## config.mk

```make
export PLATFORM = sky130hd
export DESIGN_NAME = fetch_unit
export DESIGN_NICKNAME = d
export VERILOG_FILES = /design/src/rtl/fetch_unit.sv
export SDC_FILE = /design/constraint.sdc
export NUM_CORES = 1
export LEC_CHECK = 0
export ABC_AREA = 1
export ABC_CLOCK_PERIOD_IN_PS = 3200
export CORE_ASPECT_RATIO = 0.5
export CORE_MARGIN = 2
export CORE_UTILIZATION = 51
export CTS_CLUSTER_SIZE = 8
export DETAILED_ROUTE_END_ITERATION = 8
export PLACE_DENSITY_LB_ADDON = 0.25
export SLEW_MARGIN = 20
export SYNTH_ARGS = -nofsm -noshare
export SYNTH_HDL_FRONTEND = slang
export SYNTH_SLANG_ARGS = --single-unit
```

## constraint.sdc

```tcl
create_clock -name clock -period 3.2 [get_ports clock]
set_clock_uncertainty 0.1 [all_clocks]
set_input_delay 0.64 -clock clock [delete_from_list [all_inputs] [get_ports clock]]
set_output_delay 0.64 -clock clock [all_outputs]
set_load 0.005 [all_outputs]
```

## src/rtl/fetch_unit.sv

```systemverilog
// Two-stage instruction fetch: a request stage tracking the address in flight to a
// synchronous instruction memory, and an instruction register presented to decode.
module fetch_unit #(
  parameter logic [7:0] RESET_PC = 8'h00
) (
  input  logic       clock,
  input  logic       reset,
  output logic [7:0] imem_addr,
  input  logic [7:0] imem_data,
  input  logic       id_ready,
  input  logic       branch_taken,
  input  logic [7:0] branch_target,
  input  logic       halt,
  output logic [7:0] ir,
  output logic [7:0] ir_pc,
  output logic       ir_valid,
  output logic       halted
);

  typedef enum logic {RUN, HALTED} state_t;

  state_t     state, state_nxt;
  logic [7:0] pc, req_pc;
  logic       req_valid;
  logic       hold;

  // While decode stalls, the memory re-reads req_pc so imem_data stays stable.
  assign hold      = ir_valid & ~id_ready;
  assign imem_addr = hold ? req_pc : pc;
  assign halted    = (state == HALTED);

  always_ff @(posedge clock or negedge reset) begin
    if (!reset) state <= RUN;
    else        state <= state_nxt;
  end

  always_comb begin
    state_nxt = state;
    if (state == RUN && halt) state_nxt = HALTED;
  end

  always_ff @(posedge clock or negedge reset) begin
    if (!reset) begin
      pc        <= RESET_PC;
      req_pc    <= 8'h00;
      req_valid <= 1'b0;
      ir        <= 8'h00;
      ir_pc     <= 8'h00;
      ir_valid  <= 1'b0;
    end else if (state == RUN && halt) begin
      // Halt wins over a same-edge branch; the instruction already returned still drains.
      req_valid <= 1'b0;
      if (!hold) begin
        ir       <= imem_data;
        ir_pc    <= req_pc;
        ir_valid <= req_valid;
        req_pc   <= pc;
      end
    end else if (state == RUN && branch_taken) begin
      pc        <= branch_target;
      req_valid <= 1'b0;
      ir_valid  <= 1'b0;
    end else if (!hold) begin
      ir        <= imem_data;
      ir_pc     <= req_pc;
      ir_valid  <= req_valid;
      req_pc    <= pc;
      req_valid <= (state == RUN);
      if (state == RUN) pc <= pc + 8'd1;
    end
  end

endmodule

```

==> results of run 1 <==
## synth_stat cells, types with 2 or more instances
cell type / number / area (um2)
nand3_1: 15 / 75.1
buf_2: 3 / 15.0
nand2_1: 74 / 278
dfrtp_1: 35 / 876
xor2_1: 2 / 17.5
nor2_1: 16 / 60.1
buf_6: 2 / 22.5
o21ai_1: 8 / 40.0
nand2_4: 3 / 33.8
a21oi_1: 2 / 10.0
o21ai_0: 21 / 105
inv_1: 18 / 67.6
buf_4: 3 / 22.5
## stage by stage
| stage | instances | util |
|---|---|---|
| 2_1_floorplan | 210 | - |
| 3_3_place_gp | 289 | 0.699 |
| 3_5_place_dp | 289 | 0.699 |
| 4_1_cts | 297 | 0.741 |
| 5_1_grt | 297 | 0.741 |
| 6_report | 297 | 0.741 |
## power by group through the flow
stage | clock [mW] | combinational, mW | sequential (mW)
after floorplan | 0 | 0.00659 | 0.459
after global placement | 0 | 0.0522 | 0.458
after detailed placement | 0 | 0.0530 | 0.459
after CTS | 0.475 | 0.0534 | 0.450
after global routing | 0.492 | 0.0578 | 0.450
final | 0.473 | 0.0527 | 0.450
## per-layer routing
metal  vias up  global-route usage  share of wire
li1        755                   -              -
met1       716               0.284           0.47
met2        43               0.339           0.46
met3         6              0.0548          0.064
met4         0              0.0603          0.012
met5         -                   0              0
## worst max-delay path, delay by kind of cell
| kind | cells | cell delay [ns] |
|---|---|---|
| and+or+nand+nor | 2 | 0.35 |
| buffers and inverters | 3 | 1.06 |
| AOI/OAI and AO/OA | 1 | 0.13 |
## logic make-up after synthesis
family                     synth area share
and+or+nand+nor                       0.277
DFF                                   0.513
AOI/OAI and AO/OA                     0.112
buffers and inverters                0.0806
xor gates and xnor gates             0.0103
adders and majority gates           0.00732
## area by class of cell
cell class	instances	area share
Timing Repair Buffer	47	0.204
Tap cell	40	0.0218
Sequential cell	35	0.381
Inverter	20	0.0338
Clock inverter	2	0.0261
Clock buffer	6	0.0316
Multi-Input combinational cell	147	0.302
## path summary, 6_finish.rpt
| check | from | endpoint | slack (ns) | cells after the start |
|---|---|---|---|---|
| hold / removal | ir[6] | ir[6] | 0.37 | 2 |
| setup / recovery | id_ready | imem_addr[3] | 0.28 | 6 |
| min in group asynchronous | reset | ir_pc[3] | 0.67 | 2 |
| hold reg to reg | ir[6] | ir[6] | 0.37 | 2 |
| setup reg to reg | halted | pc[4] | 1.67 | 7 |
| max in group asynchronous | reset | req_pc[5] | 2.02 | 2 |
## registers in the layout, summed over array words and instances (netlist names)
register and cells:
req_pc 8, pc 8, ir_valid 1, ir_pc 8
req_valid 1, ir 8, halted 1
==> impl_results.md, run 1 <==
* TritonCTS Buffers at 5
* Maximum vdd ir drop at 217 uV
* Gate Count Post-Synth at 210
* DR DRC count at 4
* Critical path class: input pin to primary output
* Design Area, Final at 2300 um2
* CP max stage cell: clkdlybuf4s50_1
* Clk root buf: clkbuf_8
* Crit share post-route at 0.911
* Total of cells resized after clock tree synthesis at 0
* Footprint of the multi-input gates at 694 um2
* Most frequent cells in the layout: nand2_1 (74), clkdlybuf4s50_1 (46), dfrtp_1 (35)
* Post-CTS Setup Repair Bufs at 0
* Final setup vio count at 0
* Clock tree buffer depth at 2
* Sequential cell area at 876 um2
* Syn_area_per_cell at 8.13 um2
* Clock share of power at 0.485
* Netlist cell types at 21
* Worst path most repeated cell: clkdlybuf4s50_1
* Commonest non-fill, non-tap cell in the layout: nand2_1
* Hold-fix buffers at CTS at 0
* Slew HR at 0.703
* Via count at 1520
* Die height at 44.9 um
* Ys flop type: dfrtp_1
* Initial Util at 0.551
* Hold Crit Class: register to register
* Max Clock Freq at 343 MHz
* Net load switching power at 184 uW
* Failing checks: design-rule violations
* Share of power burned in registers at 0.461
* Layout area overhead at 34.6%
* Worst path max stage delay at 0.55 ns
* Post-DP HPWL at 2580 um
* Register area share after synthesis at 0.513
* Power Dens Cells at 425 nW/um2
* Vias in the first global route at 1320
* WP data required at 2.46 ns
* IO Port Bufs at 46
* Arrival @ worst endpoint at 2.18 ns
* Cell Rows at 14
* Share of layout cells above drive strength 1 at 0.0661
* EDFF count, synth at 0
* Final worst setup slack at 0.284 ns
* FFs w/ async S/R, synth at 1.00
* First-pass GRT wire length at 6130 um
* Drt total wl at 3800 um
* Cell internal pwr at 792 uW
* Largest net degree at the start of global routing at 36
* Gr usage total at 0.209
* Status: complete, but fails checks
* CP Max Fanout at 27
* Setup Slack @ Placement at 0.297 ns
* DR WL/cell at 12.8 um
* Startpoint Class: input pin
* I/O pins at 47
* Flops & latches, synth at 35
* Lkg Pwr at 1.12 nW
* Slew @ Worst Pin at 0.445 ns
* Crit-path cells: clkdlybuf4s50_1, inv_1, nand2_4, nand2_1, o21ai_0, clkdlybuf4s50_1
* Synthesized cell area at 1710 um2
* Core Area at 3100 um2
* Final hold vios at 0
* Number of warning messages in the yosys log at 0
* CTS tree: yes
* Die Width at 85.8 um
* Switching Fraction at 0.188
* Placed cell area at 2170 um2
* Clk slew on worst S/H paths at 0.07 ns
* Global placer's final weighted congestion at 0.815
* Antenna cells at 0
* Clock tree sinks at 35
* Power share of the combinational group at 0.054
* Final Max Tran Viols at 0
* Final ANT Viol Nets at 0
* RSZ-0062 raised after global routing: no
* MaxCap Viol Count at 0
* Pwr Total at 976 uW
* Clk_lat worst skew at 0.28 ns
* Fill count at 227
* Drt pass-1 iters at 7
* Minimum clock period at 2.92 ns
* Via density at 5.12
* Nets@finish at 278
* Sum Neg Setup Slack at 0 ns
* Mapped Nets at 232
* WHS at 0.372 ns
* Initial DRC count at 86
* Remaining Overflow, GRT at 0
* Initial antenna violation count at 0
* Die area at 3860 um2
* H-tree levels at 2
* Worst setup EP type: primary output
No activity file was read; power rests on OpenSTA's default activity.
==> run 2: changes to the inputs <==
--- a/config.mk
+++ b/config.mk
@@ -7,12 +7,13 @@
 export LEC_CHECK = 0
 export ABC_AREA = 1
 export ABC_CLOCK_PERIOD_IN_PS = 3200
-export CORE_ASPECT_RATIO = 0.5
+export CORE_ASPECT_RATIO = 0.75
 export CORE_MARGIN = 2
 export CORE_UTILIZATION = 51
 export CTS_CLUSTER_SIZE = 8
 export DETAILED_ROUTE_END_ITERATION = 8
 export PLACE_DENSITY_LB_ADDON = 0.25
+export REMOVE_ABC_BUFFERS = 1
 export SLEW_MARGIN = 20
 export SYNTH_ARGS = -nofsm -noshare
 export SYNTH_HDL_FRONTEND = slang
==> impl_results.md, run 2 (synthesis gave the netlist of run 1 again) <==
* Clk root buf: clkbuf_8 (unchanged)
* Global placer's final weighted congestion at 0.748 (was 0.815)
* Status: completed (was complete, but fails checks)
* Gr usage total at 0.201 (was 0.209)
* WP data required at 2.46 ns (about the same)
* Crit-path cells: clkdlybuf4s50_1, inv_1, nand2_4, o21ai_0, clkdlybuf4s50_1 (was clkdlybuf4s50_1, inv_1, nand2_4, nand2_1, o21ai_0, clkdlybuf4s50_1)
* Lkg Pwr at 1.12 nW (about the same)
* Nets@finish at 278 (unchanged)
* TritonCTS Buffers at 5 (unchanged)
* Share of layout cells above drive strength 1 at 0.0700 (was 0.0661)
* First-pass GRT wire length at 5820 um (was 6130 um)
* Slew @ Worst Pin at 0.429 ns (was 0.445 ns)
* Worst path most repeated cell: clkdlybuf4s50_1 (unchanged)
* IO Port Bufs at 46 (unchanged)
* Layout area overhead at 33.7% (was 34.6%)
* Power Dens Cells at 400 nW/um2 (was 425 nW/um2)
* Setup Slack @ Placement at 0.280 ns (was 0.297 ns)
* Clock tree sinks at 35 (unchanged)
* Pwr Total at 913 uW (was 976 uW)
* Most frequent cells in the layout: nand2_1 (74), clkdlybuf4s50_1 (46), dfrtp_1 (35) (unchanged)
* Post-CTS Setup Repair Bufs at 0 (unchanged)
* R2R setup slack at 1.69 ns (was 1.67 ns)
* MaxCap Viol Count at 0 (unchanged)
* Core Area at 3240 um2 (was 3100 um2)
* Slew HR at 0.713 (was 0.703)
* DR DRC count at 0 (was 4)
* Initial antenna violation count at 0 (unchanged)
* Commonest non-fill, non-tap cell in the layout: nand2_1 (unchanged)
* Startpoint Class: input pin (unchanged)
* Drt pass-1 iters at 4 (was 7)
* Final setup vio count at 0 (unchanged)
* CTS tree: yes (unchanged)
* Sequential cell area at 876 um2 (unchanged)
* DR WL/cell at 11.7 um (was 12.8 um)
* Initial DRC count at 60 (was 86)
* Drt total wl at 3490 um (was 3800 um)
* Antenna cells at 0 (unchanged)
* Placed Cells at 289 (unchanged)
* CP top delay family: buffers and inverters (unchanged)
* H-tree levels at 2 (unchanged)
* Cell Rows at 18 (was 14)
* Vias in the first global route at 1341 (was 1320)
* Arrival @ worst endpoint at 2.23 ns (was 2.18 ns)
* Via count at 1475 (was 1520)
* Clk_lat worst skew at 0.29 ns (was 0.28 ns)
* Hold-fix buffers at CTS at 0 (unchanged)
* Crit share post-route at 0.928 (was 0.911)
* Fill count at 267 (was 227)
* Clock tree buffer depth at 2 (unchanged)
* Final Non-Filler Cells at 297 (unchanged)
* Remaining Overflow, GRT at 0 (unchanged)
* RSZ-0062 raised after global routing: no (unchanged)
* CP max stage cell: clkdlybuf4s50_1 (unchanged)
* Crit path buf inv count at 3 (unchanged)
* Hold Crit Class: register to register (unchanged)
* Maximum vdd ir drop at 426 uV (was 217 uV)
* Max Clock Freq at 337 MHz (was 343 MHz)
* Worst path max stage delay at 0.57 ns (was 0.55 ns)
* Critical path class: input pin to primary output (unchanged)
* Clk slew on worst S/H paths at 0.07 ns (about the same)
* Sum Neg Setup Slack at 0 ns (unchanged)
* Worst setup EP type: primary output (unchanged)
* Footprint of the multi-input gates at 694 um2 (unchanged)
* Final hold vios at 0 (unchanged)
* Via density at 4.97 (was 5.12)
* Total of cells resized after clock tree synthesis at 0 (unchanged)
* CP Max Fanout at 27 (unchanged)
* Die area at 3830 um2 (was 3860 um2)
* Post-DP HPWL at 2340 um (was 2580 um)
* Final ANT Viol Nets at 0 (unchanged)
* Minimum clock period at 2.97 ns (was 2.92 ns)
* Final worst setup slack at 0.230 ns (was 0.284 ns)
* Initial Util at 0.527 (was 0.551)
* Final Max Tran Viols at 0 (unchanged)
* I/O pins at 47 (unchanged)
* Die Width at 70.8 um (was 85.8 um)
* Largest net degree at the start of global routing at 36 (unchanged)
* Die height at 54.1 um (was 44.9 um)
## run 2: worst reg2reg max path: cells and delay by family (launching register included)
family	cells	cell delay, ns
AOI/OAI and AO/OA	1	0.13
DFF	1	0.40
and+or+nand+nor	3	0.51
buffers and inverters	2	0.25
## run 2: worst paths after layout
check / end / startpoint / depth (start not counted)
setup reg to reg: ir_pc[4] / halted / 6
setup / recovery: imem_addr[7] / id_ready / 5
hold reg to reg: ir[2] / ir[2] / 2
hold / removal: ir[2] / ir[2] / 2
min in group asynchronous: pc[3] / reset / 2
max in group asynchronous: pc[5] / reset / 2
## run 2: final cells by class
cell class,count,area share
clock buffer,6,0.0362
clock inverter,2,0.0153
inverter,20,0.0340
multi-input combinational,147,0.304
sequential,35,0.384
tap,40,0.0219
timing repair buffer,47,0.205
## run 2: per-stage QoR
| stage | util | area (um2) | hold slack, ns |
|---|---|---|---|
| 4_1_cts | 0.704 | 2280 | 0.380 |
| 6_report | 0.704 | 2280 | 0.374 |
| 5_1_grt | 0.704 | 2280 | 0.391 |
| 3_5_place_dp | 0.668 | 2170 | 0.364 |
| 2_1_floorplan | - | 1650 | 0.244 |
| 3_3_place_gp | 0.668 | 2170 | 0.355 |
## run 2: power breakdown
part	switching (mW)	internal [mW]	total, mW
logic	0.0187	0.0333	0.0520
clock network	0.159	0.252	0.411
registers	0.00278	0.447	0.450
## run 2: metal layers
layer	up-vias	GRT usage	wire length [um]	part of all wire
li1	754	-	-	-
met1	689	0.251	1650	0.47
met2	26	0.333	1630	0.47
met3	6	0.0524	172	0.049
met4	0	0.0943	43	0.012
met5	-	0	0	0
